### config.mk
export PLATFORM = sky130hd
export DESIGN_NAME = mem_access_unit
export DESIGN_NICKNAME = d
export VERILOG_FILES = /design/src/rtl/mem_access_unit.sv
export SDC_FILE = /design/constraint.sdc
export NUM_CORES = 1
export LEC_CHECK = 0
export BUFFER_PORTS_ARGS = -buffer_cell sky130_fd_sc_hd__buf_4
export CORE_MARGIN = 10
export CORE_UTILIZATION = 44
export CTS_BUF_LIST = sky130_fd_sc_hd__clkbuf_4 sky130_fd_sc_hd__clkbuf_8 sky130_fd_sc_hd__clkbuf_16
export DETAILED_ROUTE_END_ITERATION = 10
export GPL_TIMING_DRIVEN = 1
export PLACE_DENSITY_LB_ADDON = 0.1
export SLEW_MARGIN = 20
export SYNTH_ARGS = -nofsm -noshare
export SYNTH_HDL_FRONTEND = slang
export SYNTH_SLANG_ARGS = --single-unit
### constraint.sdc
create_clock -name clk -period 2.03 [get_ports clk]
set_input_delay 0.203 -clock clk [delete_from_list [all_inputs] [get_ports clk]]
set_output_delay 0.203 -clock clk [all_outputs]
set_load 0.02 [all_outputs]
### src/rtl/mem_access_unit.sv
// Load/store unit: word-aligned access to a synchronous data memory
// with lane enables, store replication and extended load results.
module mem_access_unit #(
  parameter int ADDR_WIDTH  = 32,
  parameter int MEM_LATENCY = 2
) (
  input  logic                  clk,
  input  logic                  reset,
  input  logic                  req_valid,
  output logic                  req_ready,
  input  logic                  req_we,
  input  logic [ADDR_WIDTH-1:0] req_addr,
  input  logic [2:0]            req_funct3,
  input  logic [31:0]           req_wdata,
  output logic                  resp_valid,
  output logic [31:0]           resp_rdata,
  output logic                  resp_misaligned,
  output logic                  mem_en,
  output logic [3:0]            mem_we,
  output logic [ADDR_WIDTH-1:0] mem_addr,
  output logic [31:0]           mem_wdata,
  input  logic [31:0]           mem_rdata
);

  typedef enum logic [1:0] {
    IDLE, ISSUE, WAIT, DONE
  } state_e;

  localparam logic [3:0] LAT = 4'(MEM_LATENCY);

  state_e                state_q, state_d;
  logic [3:0]            cnt_q, cnt_d;
  logic                  we_q;
  logic [1:0]            off_q;
  logic [2:0]            f3_q;
  logic [3:0]            be_q, be_d;
  logic [ADDR_WIDTH-1:0] addr_q;
  logic [31:0]           wdata_q, wdata_d;
  logic [31:0]           rdata_q, rdata_d;
  logic                  mis_q, mis_d;

  logic                  accept;
  logic                  bad_f3;
  logic                  bad_align;
  logic                  illegal;
  logic [7:0]            byte_sel;
  logic [15:0]           half_sel;
  logic [31:0]           ext;

  assign accept = (state_q == IDLE) & req_valid;

  always_comb begin
    bad_f3 = 1'b0;
    if (req_we)
      bad_f3 = (req_funct3 != 3'b000) &&
               (req_funct3 != 3'b001) &&
               (req_funct3 != 3'b010);
    else
      bad_f3 = (req_funct3 == 3'b011) ||
               (req_funct3 == 3'b110) ||
               (req_funct3 == 3'b111);
    bad_align = ((req_funct3[1:0] == 2'b01) && req_addr[0]) ||
                ((req_funct3[1:0] == 2'b10) &&
                 (req_addr[1:0] != 2'b00));
    illegal = bad_f3 | bad_align;
  end

  // Lane enables and replicated data are fixed at acceptance.
  always_comb begin
    be_d    = 4'b0000;
    wdata_d = 32'h0;
    if (req_we) begin
      case (req_funct3[1:0])
        2'b00: begin
          be_d    = 4'b0001 << req_addr[1:0];
          wdata_d = {4{req_wdata[7:0]}};
        end
        2'b01: begin
          be_d    = req_addr[1] ? 4'b1100 : 4'b0011;
          wdata_d = {2{req_wdata[15:0]}};
        end
        default: begin
          be_d    = 4'b1111;
          wdata_d = req_wdata;
        end
      endcase
    end
  end

  always_comb begin
    byte_sel = mem_rdata[{off_q, 3'b000} +: 8];
    half_sel = off_q[1] ? mem_rdata[31:16] : mem_rdata[15:0];
    case (f3_q)
      3'b000:  ext = {{24{byte_sel[7]}}, byte_sel};
      3'b100:  ext = {24'h0, byte_sel};
      3'b001:  ext = {{16{half_sel[15]}}, half_sel};
      3'b101:  ext = {16'h0, half_sel};
      default: ext = mem_rdata;
    endcase
  end

  always_comb begin
    state_d = state_q;
    cnt_d   = cnt_q;
    rdata_d = rdata_q;
    mis_d   = mis_q;
    unique case (state_q)
      IDLE: begin
        if (req_valid) begin
          if (illegal) begin
            state_d = DONE;
            mis_d   = 1'b1;
            rdata_d = 32'h0;
          end else begin
            state_d = ISSUE;
          end
        end
      end
      ISSUE: begin
        state_d = WAIT;
        cnt_d   = 4'd1;
      end
      WAIT: begin
        cnt_d = cnt_q + 4'd1;
        if (cnt_q == LAT) begin
          state_d = DONE;
          mis_d   = 1'b0;
          rdata_d = we_q ? 32'h0 : ext;
        end
      end
      DONE: begin
        state_d = IDLE;
      end
    endcase
  end

  always_ff @(posedge clk or negedge reset) begin
    if (!reset) begin
      state_q <= IDLE;
      cnt_q   <= 4'd0;
      we_q    <= 1'b0;
      off_q   <= 2'b00;
      f3_q    <= 3'b000;
      be_q    <= 4'b0000;
      addr_q  <= '0;
      wdata_q <= 32'h0;
      rdata_q <= 32'h0;
      mis_q   <= 1'b0;
    end else begin
      state_q <= state_d;
      cnt_q   <= cnt_d;
      rdata_q <= rdata_d;
      mis_q   <= mis_d;
      if (accept) begin
        we_q    <= req_we;
        off_q   <= req_addr[1:0];
        f3_q    <= req_funct3;
        be_q    <= be_d;
        addr_q  <= {req_addr[ADDR_WIDTH-1:2], 2'b00};
        wdata_q <= wdata_d;
      end
    end
  end

  assign req_ready       = (state_q == IDLE);
  assign mem_en          = (state_q == ISSUE);
  assign mem_we          = mem_en ? be_q : 4'b0000;
  assign mem_addr        = addr_q;
  assign mem_wdata       = wdata_q;
  assign resp_valid      = (state_q == DONE);
  assign resp_rdata      = rdata_q;
  assign resp_misaligned = mis_q;

endmodule

# After elaboration in Yosys (flattened, before gate mapping)
# Cells that the tools add are included.
# W data, S select, Z words.
# word_totals
register_bits	111
out_inout_bits	104
# classes
bitwise_logic	2
n_reduce_logical	16
eq_ne	17
mux	23
n_addsub	1
shifts	2
# ops
operator	count
$mux W32	5
$pmux W32 S2	2
$pmux W32 S4	1
$shiftx A32 B6 Y8	1
$mux W16	1
$pmux W4 S2	2
$eq A3 B3 Y1 const B	4
$mux W4	3
$pmux W2 S4	1
$eq A2 B2 Y1 const B	3
$mux W2	3
$reduce_bool A2 Y1	3
$add A4 B1 Y4 const B	1
$eq A2 B1 Y1 const B	2
$eq A4 B2 Y1 const B	1
$logic_and A1 B1 Y1	4
$logic_not A2 Y1	2
$mux W1	4
$ne A2 B2 Y1 const B	2
$reduce_and A4 Y1	1
$shl A1 B2 Y4 const A	1
$eq A3 B1 Y1 const B	1
$eq A3 B2 Y1 const B	1
$logic_not A3 Y1	1
other kinds (9)	11

# Longest topological paths before layout
# Gate-level depths: netlist of the first run.
# depth
word_depth	8
ltp_mapped	9
mapped_depth_nobuf	6

# Worst setup path after synthesis of the first run
# Ideal clock, no wire load.
# synth_timing
path_type	reg2reg
from	register cnt_q[0]
to	register rdata_q[4], in the netlist resp_rdata[4]
t_required_ns	1.909
path_stages_with_launch	9
period_less_slack_ns	1.956
path_slack_ns	0.074
arrival_ns	1.835
setup_time_ns	0.121
path_cell_list	dfrtp_1 > inv_1 > ha_1 > or3b_1 > a21o_1 > or2_1 > buf_6 > buf_6 > a22o_1
# synth_between
elab_chain_cells	3
# synth_rtl
element	line_no	source
from (decl)	32	logic [3:0] cnt_q, cnt_d;
from (signal assigned)	151	cnt_q <= cnt_d;
$eq A4 B2 Y1	125	if (cnt_q == LAT) begin
$ne A2 B2 Y1 (no source line)	n/a	
$reduce_and A4 Y1 (no source line)	n/a	
to (signal assigned)	152	rdata_q <= rdata_d;
to (decl)	39	logic [31:0] rdata_q, rdata_d;
# No other way between the ends.
# A chain may end at the register's enable or synchronous reset.

# Worst setup path after layout of the first run
# layout_timing
from	register cnt_q[0]
to	register rdata_q[18], in the netlist resp_rdata[18]
# The elaborated chain is that of the path after synthesis.

==> metrics.yaml, run 1 <==
clock_network:
  clkSlewWorstSetupHoldPaths_ps: 80
  clk_latency_ps: 360
  clk_path_buf_depth: 2
  cts_tree: "done"
  post-cts-setup-buffer-count: 0
  h-tree-depth: 3
  cts-buffers-inserted: 9
  cts.sinks: 111
  ctsRootBufferMaster: "clkbuf_16"
placed_design:
  gp_congestion: 0.790
  io_buffers: 204
  place_area_sq_um: 7080
  dp_hpwl_um: 12600
global_routing:
  grt_pass1_vias: 4826
  grt_max_degree: 112
  grt_first_pass_wirelength_um: 25800
  grt_remaining_overflow: 0
  grt_usage_pct: 19.5
  antenna_found_initial: 0
routing:
  wl_per_cell_um: 20.7
  dr.pass1.iters: 6
  vias_per_cell: 5.55
  drc: 0
  ant_nets: 0
  vias: 4559
  wl_met1_um: 6000
  drtIter0Drc: 403
  postRouteWirelength_um: 17000
  met3_length_um: 2070
  met2_length_um: 8680
  highest_layer: "met4"
worst_setup_path:
  endpoint_kind: "register"
  worstSetupPathType: "reg -> reg"
  crit_fanout: 15
  cp-start-kind: "register"
  worstPathRequired_ps: 2280
  rr_worst_depth: 7
  crit_arrival_ps: 2210
floorplan:
  rows: 40
  coreArea_sq_um: 12000
  die_y_um: 130
  dieArea_sq_um: 16900
  ios: 207
  start_util_pct: 44.6
  die_x_um: 130
yosys:
  yosysMostFrequentCell: "dfrtp_1"
  yosysSeqAreaShare_pct: 52.0
  synth_top_cells_by_area: "dfrtp_1 (52%), mux2_2 (9.3%), mux2i_1 (4.1%), o21ai_0 (3.9%), a32o_1 (3.4%)"
  syn_avg_cell_area_sq_um: 11.4
  synth_flop_cell: "dfrtp_1"
  synth.largest_area_cell: "dfrtp_1"
  yosys_warnings: 0
  ys_top_cells_by_count: "dfrtp_1 (111), mux2_2 (44), o21ai_0 (42)"
  yosysUniqueCellTypes: 43
  synth_top_area_share_pct: 52.0
  synth_cells: 468
  synth-edff-count: 0
  postSynth.asyncResetShare_pct: 100
  ys_ff_latch: 111
  syn_area_sq_um: 5340
sta:
  whs_ps: 71.5
  final.period_utilization_pct: 96.9
  setup_viol: 0
  fin_skew_ps: 7.37
  setup_tns_ps: 0
  relSlewSlack_pct: 51.0
  final_hold_viol_count: 0
  fmax_ghz: 0.508
  worst_slew_pin_slew_ps: 726
  grt_setup_unrepaired: "false"
  finalMaxSlewViolations: 0
  min_period_ps: 1970
power_and_ir_drop:
  powerDensity_nw_per_um2: 1490
  vdd_drop_max_uv: 1080
  power.leakage_nw: 3.76
final_layout:
  num-fill-cells: 1032
  area_delta_synth_final_pct: 39.2
  nets: 779
  drive_above_1_share_pct: 43.5
  final_util_pct: 62.1
  stdcell_area_sq_um: 7430
  diodes: 0
run_status:
  status: "completed"
flow_run:
  drv_cap: 0
min_path:
  min_path_cells: 2
  min-delay-path-class: "in -> reg"
==> cell families (layout without fill, tap and decap cells) <==
family          count (synthesis)  count (layout)  share of synthesized area (%)
compound gates                139             139                           19.5
fa+ha+maj                       7               7                           1.64
buf+inv                        49             254                           4.31
flops                         111             111                           52.0
mux                            68              68                           13.8
other cells                     1               2                         0.0702
simple gates                   93              93                           8.62
==> stage by stage <==
stage                     power [mW]  instances  setup slack [ps]
final                           11.1        821              63.2
after global routing            11.8        821              10.2
after CTS                       11.0        819              9.19
after detailed placement        9.25        802              13.3
after global placement          9.09        802              73.1
after floorplan                 6.93        469              74.3
==> layout by cell type, fill, tap and decap left out, types with 6 or more instances in the layout <==
master     count
a32o_1        18
nand2_1       39
nor2b_1       22
mux2_2        44
mux2i_1       22
o21ai_0       42
dfrtp_1      110
a22o_1        19
a222oi_1       7
clkbuf_16     11
inv_1         12
o2bb2ai_1      9
ha_1           6
buf_4        218
nor2_1         9
o22ai_1        6
a21o_1        19
==> sequential cells by signal (all words and copies together) (netlist names) <==
name,flops
state_q,2
we_q,1
resp_misaligned,1
cnt_q,4
f3_q,3
mem_addr,30
be_q,4
off_q,2
mem_wdata,32
resp_rdata,32
==> final cells by class <==
cell class,count,area [sq um],area share (%)
sequential,111,2780,37.4
clock buffer,10,233,3.13
timing repair buffer,226,1800,24.2
tap,147,184,2.47
inverter,12,45.0,0.606
multi-input combinational,309,2350,31.6
clock inverter,6,50.0,0.673
==> power by group <==
group / switching [mW] / total (mW) / internal (mW) / leakage [nW]
logic: 3.08 / 5.75 / 2.66 / 2.20
registers: 0.578 / 3.62 / 3.05 / 1.42
clock network: 0.869 / 1.74 / 0.868 / 0.139
total: 4.53 / 11.1 / 6.57 / 3.76
==> what timing repair did <==
item,4_1_cts,5_1_grt
hold endpoints to repair,111,0
hold buffers,1,0
gates resized for setup,0,5
setup endpoints to repair,0,42
==> worst paths after layout <==
check / slack [ps] / endpoint / startpoint
hold reg to reg: 480 / be_q[3]$_DFFE_PN0P_ / be_q[3]$_DFFE_PN0P_
setup / recovery: 60 / resp_rdata[18]$_DFFE_PN0P_ / cnt_q[0]$_DFFE_PN0P_
max in group asynchronous: 1050 / off_q[1]$_DFFE_PN0P_ / reset
hold / removal: 70 / mem_addr[14]$_DFFE_PN0P_ / req_addr[14]
min in group asynchronous: 400 / cnt_q[3]$_DFFE_PN0P_ / reset
setup reg to reg: 60 / resp_rdata[18]$_DFFE_PN0P_ / cnt_q[0]$_DFFE_PN0P_
==> worst max-delay path, stage by stage (launching register included) <==
cell,delay [ps]
dfrtp_1,390
inv_1,70
ha_1,140
or3b_4,380
a21o_1,190
or2_4,290
clkbuf_16,190
a32o_1,200
==> routing by layer <==
layer / vias to the layer above / GRT usage, %
met5: - / 0
met4: 0 / 4.03
met3: 20 / 10.7
met2: 196 / 33.4
met1: 2237 / 20.9
li1: 2106 / -
Power figures use the tool's default switching activity.
==> inputs of run 2 (changes only) <==
Settings changed: RECOVER_POWER from default to 100.
==> metrics.yaml, run 2 (synthesis results as in run 1) <==
clock_network:
  clk_path_buf_depth: 2
  clkSlewWorstSetupHoldPaths_ps: 80
  cts_tree: "done"
  ctsRootBufferMaster: "clkbuf_16"
  clk_latency_ps: 360
  cts.sinks: 111
  h-tree-depth: 3
  post-cts-setup-buffer-count: 0
  cts-buffers-inserted: 9
routing:
  ant_nets: 0
  vias: 4575
  drtIter0Drc: 325
  drc: 0
  wl_per_cell_um: 20.7
  dr.pass1.iters: 7
  postRouteWirelength_um: 17000
  vias_per_cell: 5.57
worst_setup_path:
  worstPathRequired_ps: 2280
  r2r_start: "cnt_q[0]$_DFFE_PN0P_"
  crit_fanout: 8
  endpoint_kind: "register"
  crit_arrival_ps: 2210
  worstSetupPathType: "reg -> reg"
  cp-start-kind: "register"
  crit_start: "cnt_q[0]$_DFFE_PN0P_"
placed_design:
  io_buffers: 204
  gp_congestion: 0.790
  dp_hpwl_um: 12600
floorplan:
  coreArea_sq_um: 12000
  dieArea_sq_um: 16900
  start_util_pct: 44.6
  ios: 207
  rows: 40
  die_x_um: 130
  die_y_um: 130
global_routing:
  antenna_found_initial: 0
  grt_usage_pct: 19.5
  grt_remaining_overflow: 0
  grt_pass1_vias: 4826
  grt_max_degree: 112
  grt_first_pass_wirelength_um: 25800
final_layout:
  nets: 779
  final_cell_mix: "buf_4 (119), dfrtp_1 (110), clkbuf_1 (99)"
  area_delta_synth_final_pct: 31.8
  layout_commonest_cell: "buf_4"
  drive_above_1_share_pct: 28.6
  num-fill-cells: 1122
  diodes: 0
sta:
  final.period_utilization_pct: 96.4
  setup_viol: 0
  relSlewSlack_pct: 52.1
  fin_skew_ps: 7.51
  worst_slew_pin_slew_ps: 709
  setup_tns_ps: 0
  min_period_ps: 1960
  whs_ps: 70.6
  final_hold_viol_count: 0
  grt_setup_unrepaired: "false"
  finalMaxSlewViolations: 0
  fmax_ghz: 0.511
run_status:
  status: "completed"
power_and_ir_drop:
  vdd_drop_max_uv: 977
  powerDensity_nw_per_um2: 1480
  power.leakage_nw: 3.36
flow_run:
  drv_cap: 0
min_path:
  min-delay-path-class: "in -> reg"
  hold_start: "req_addr[14]"
==> run 2: cell count changes in the layout (fill, tap and decap cells not counted), sizes merged <==
cell    before  now
buf        223  124
clkbuf      12  111
==> run 2: layer usage <==
layer  vias up  wire length, um  track usage (%)
li1       2108                -                -
met1      2263             6110             20.9
met2       186             8660             33.4
met3        18             1980             10.7
met4         0              229             4.03
met5         -                0                0
==> run 2: per-stage QoR <==
step	utilization, %	total power, mW	instances	worst slack [ps]	area, sq um
after global placement	59.2	9.09	802	73.1	7080
after CTS	61.6	11.0	819	9.19	7370
final	58.8	10.4	821	72.2	7040
after global routing	58.8	11.1	821	14.6	7040
after floorplan	-	6.93	469	74.3	5340
after detailed placement	59.2	9.25	802	13.3	7080
==> run 2: cell type report <==
type,instances,area [sq um],area share (%)
Sequential cell,111,2780,39.5
Timing Repair Buffer,226,1410,20.0
Multi-Input combinational cell,309,2340,33.3
Tap cell,147,184,2.61
Inverter,12,45.0,0.640
Clock inverter,6,50.0,0.711
Clock buffer,10,233,3.31
==> run 2: where the power goes <==
part	switching (mW)	internal, mW
Combinational	3.08	2.02
Clock	0.876	0.868
Sequential	0.557	3.04
==> run 2: path summary, 6_finish.rpt <==
path,endpoint,slack (ps),cells past startpoint
worst max-delay path,resp_rdata[25]$_DFFE_PN0P_,70,7
worst min-delay path,mem_addr[14]$_DFFE_PN0P_,70,2
worst max register to register,resp_rdata[25]$_DFFE_PN0P_,70,7
worst min register to register,be_q[3]$_DFFE_PN0P_,480,2
max in group asynchronous,off_q[1]$_DFFE_PN0P_,990,3
min in group asynchronous,cnt_q[3]$_DFFE_PN0P_,440,3
==> run 2: repair_timing <==
item,CTS,global route
endpoints found under the hold margin,111,0
hold buffers,1,0
resized for setup,0,5
setup endpoints to repair,0,42
==> run 2: worst max-delay path, cell delays in order, from the launching register on <==
cell and delay [ps]:
dfrtp_1 390, inv_1 70, ha_1 140, or3b_4 380, a21o_1 190, or2_4 280
buf_4 190, a32o_1 210
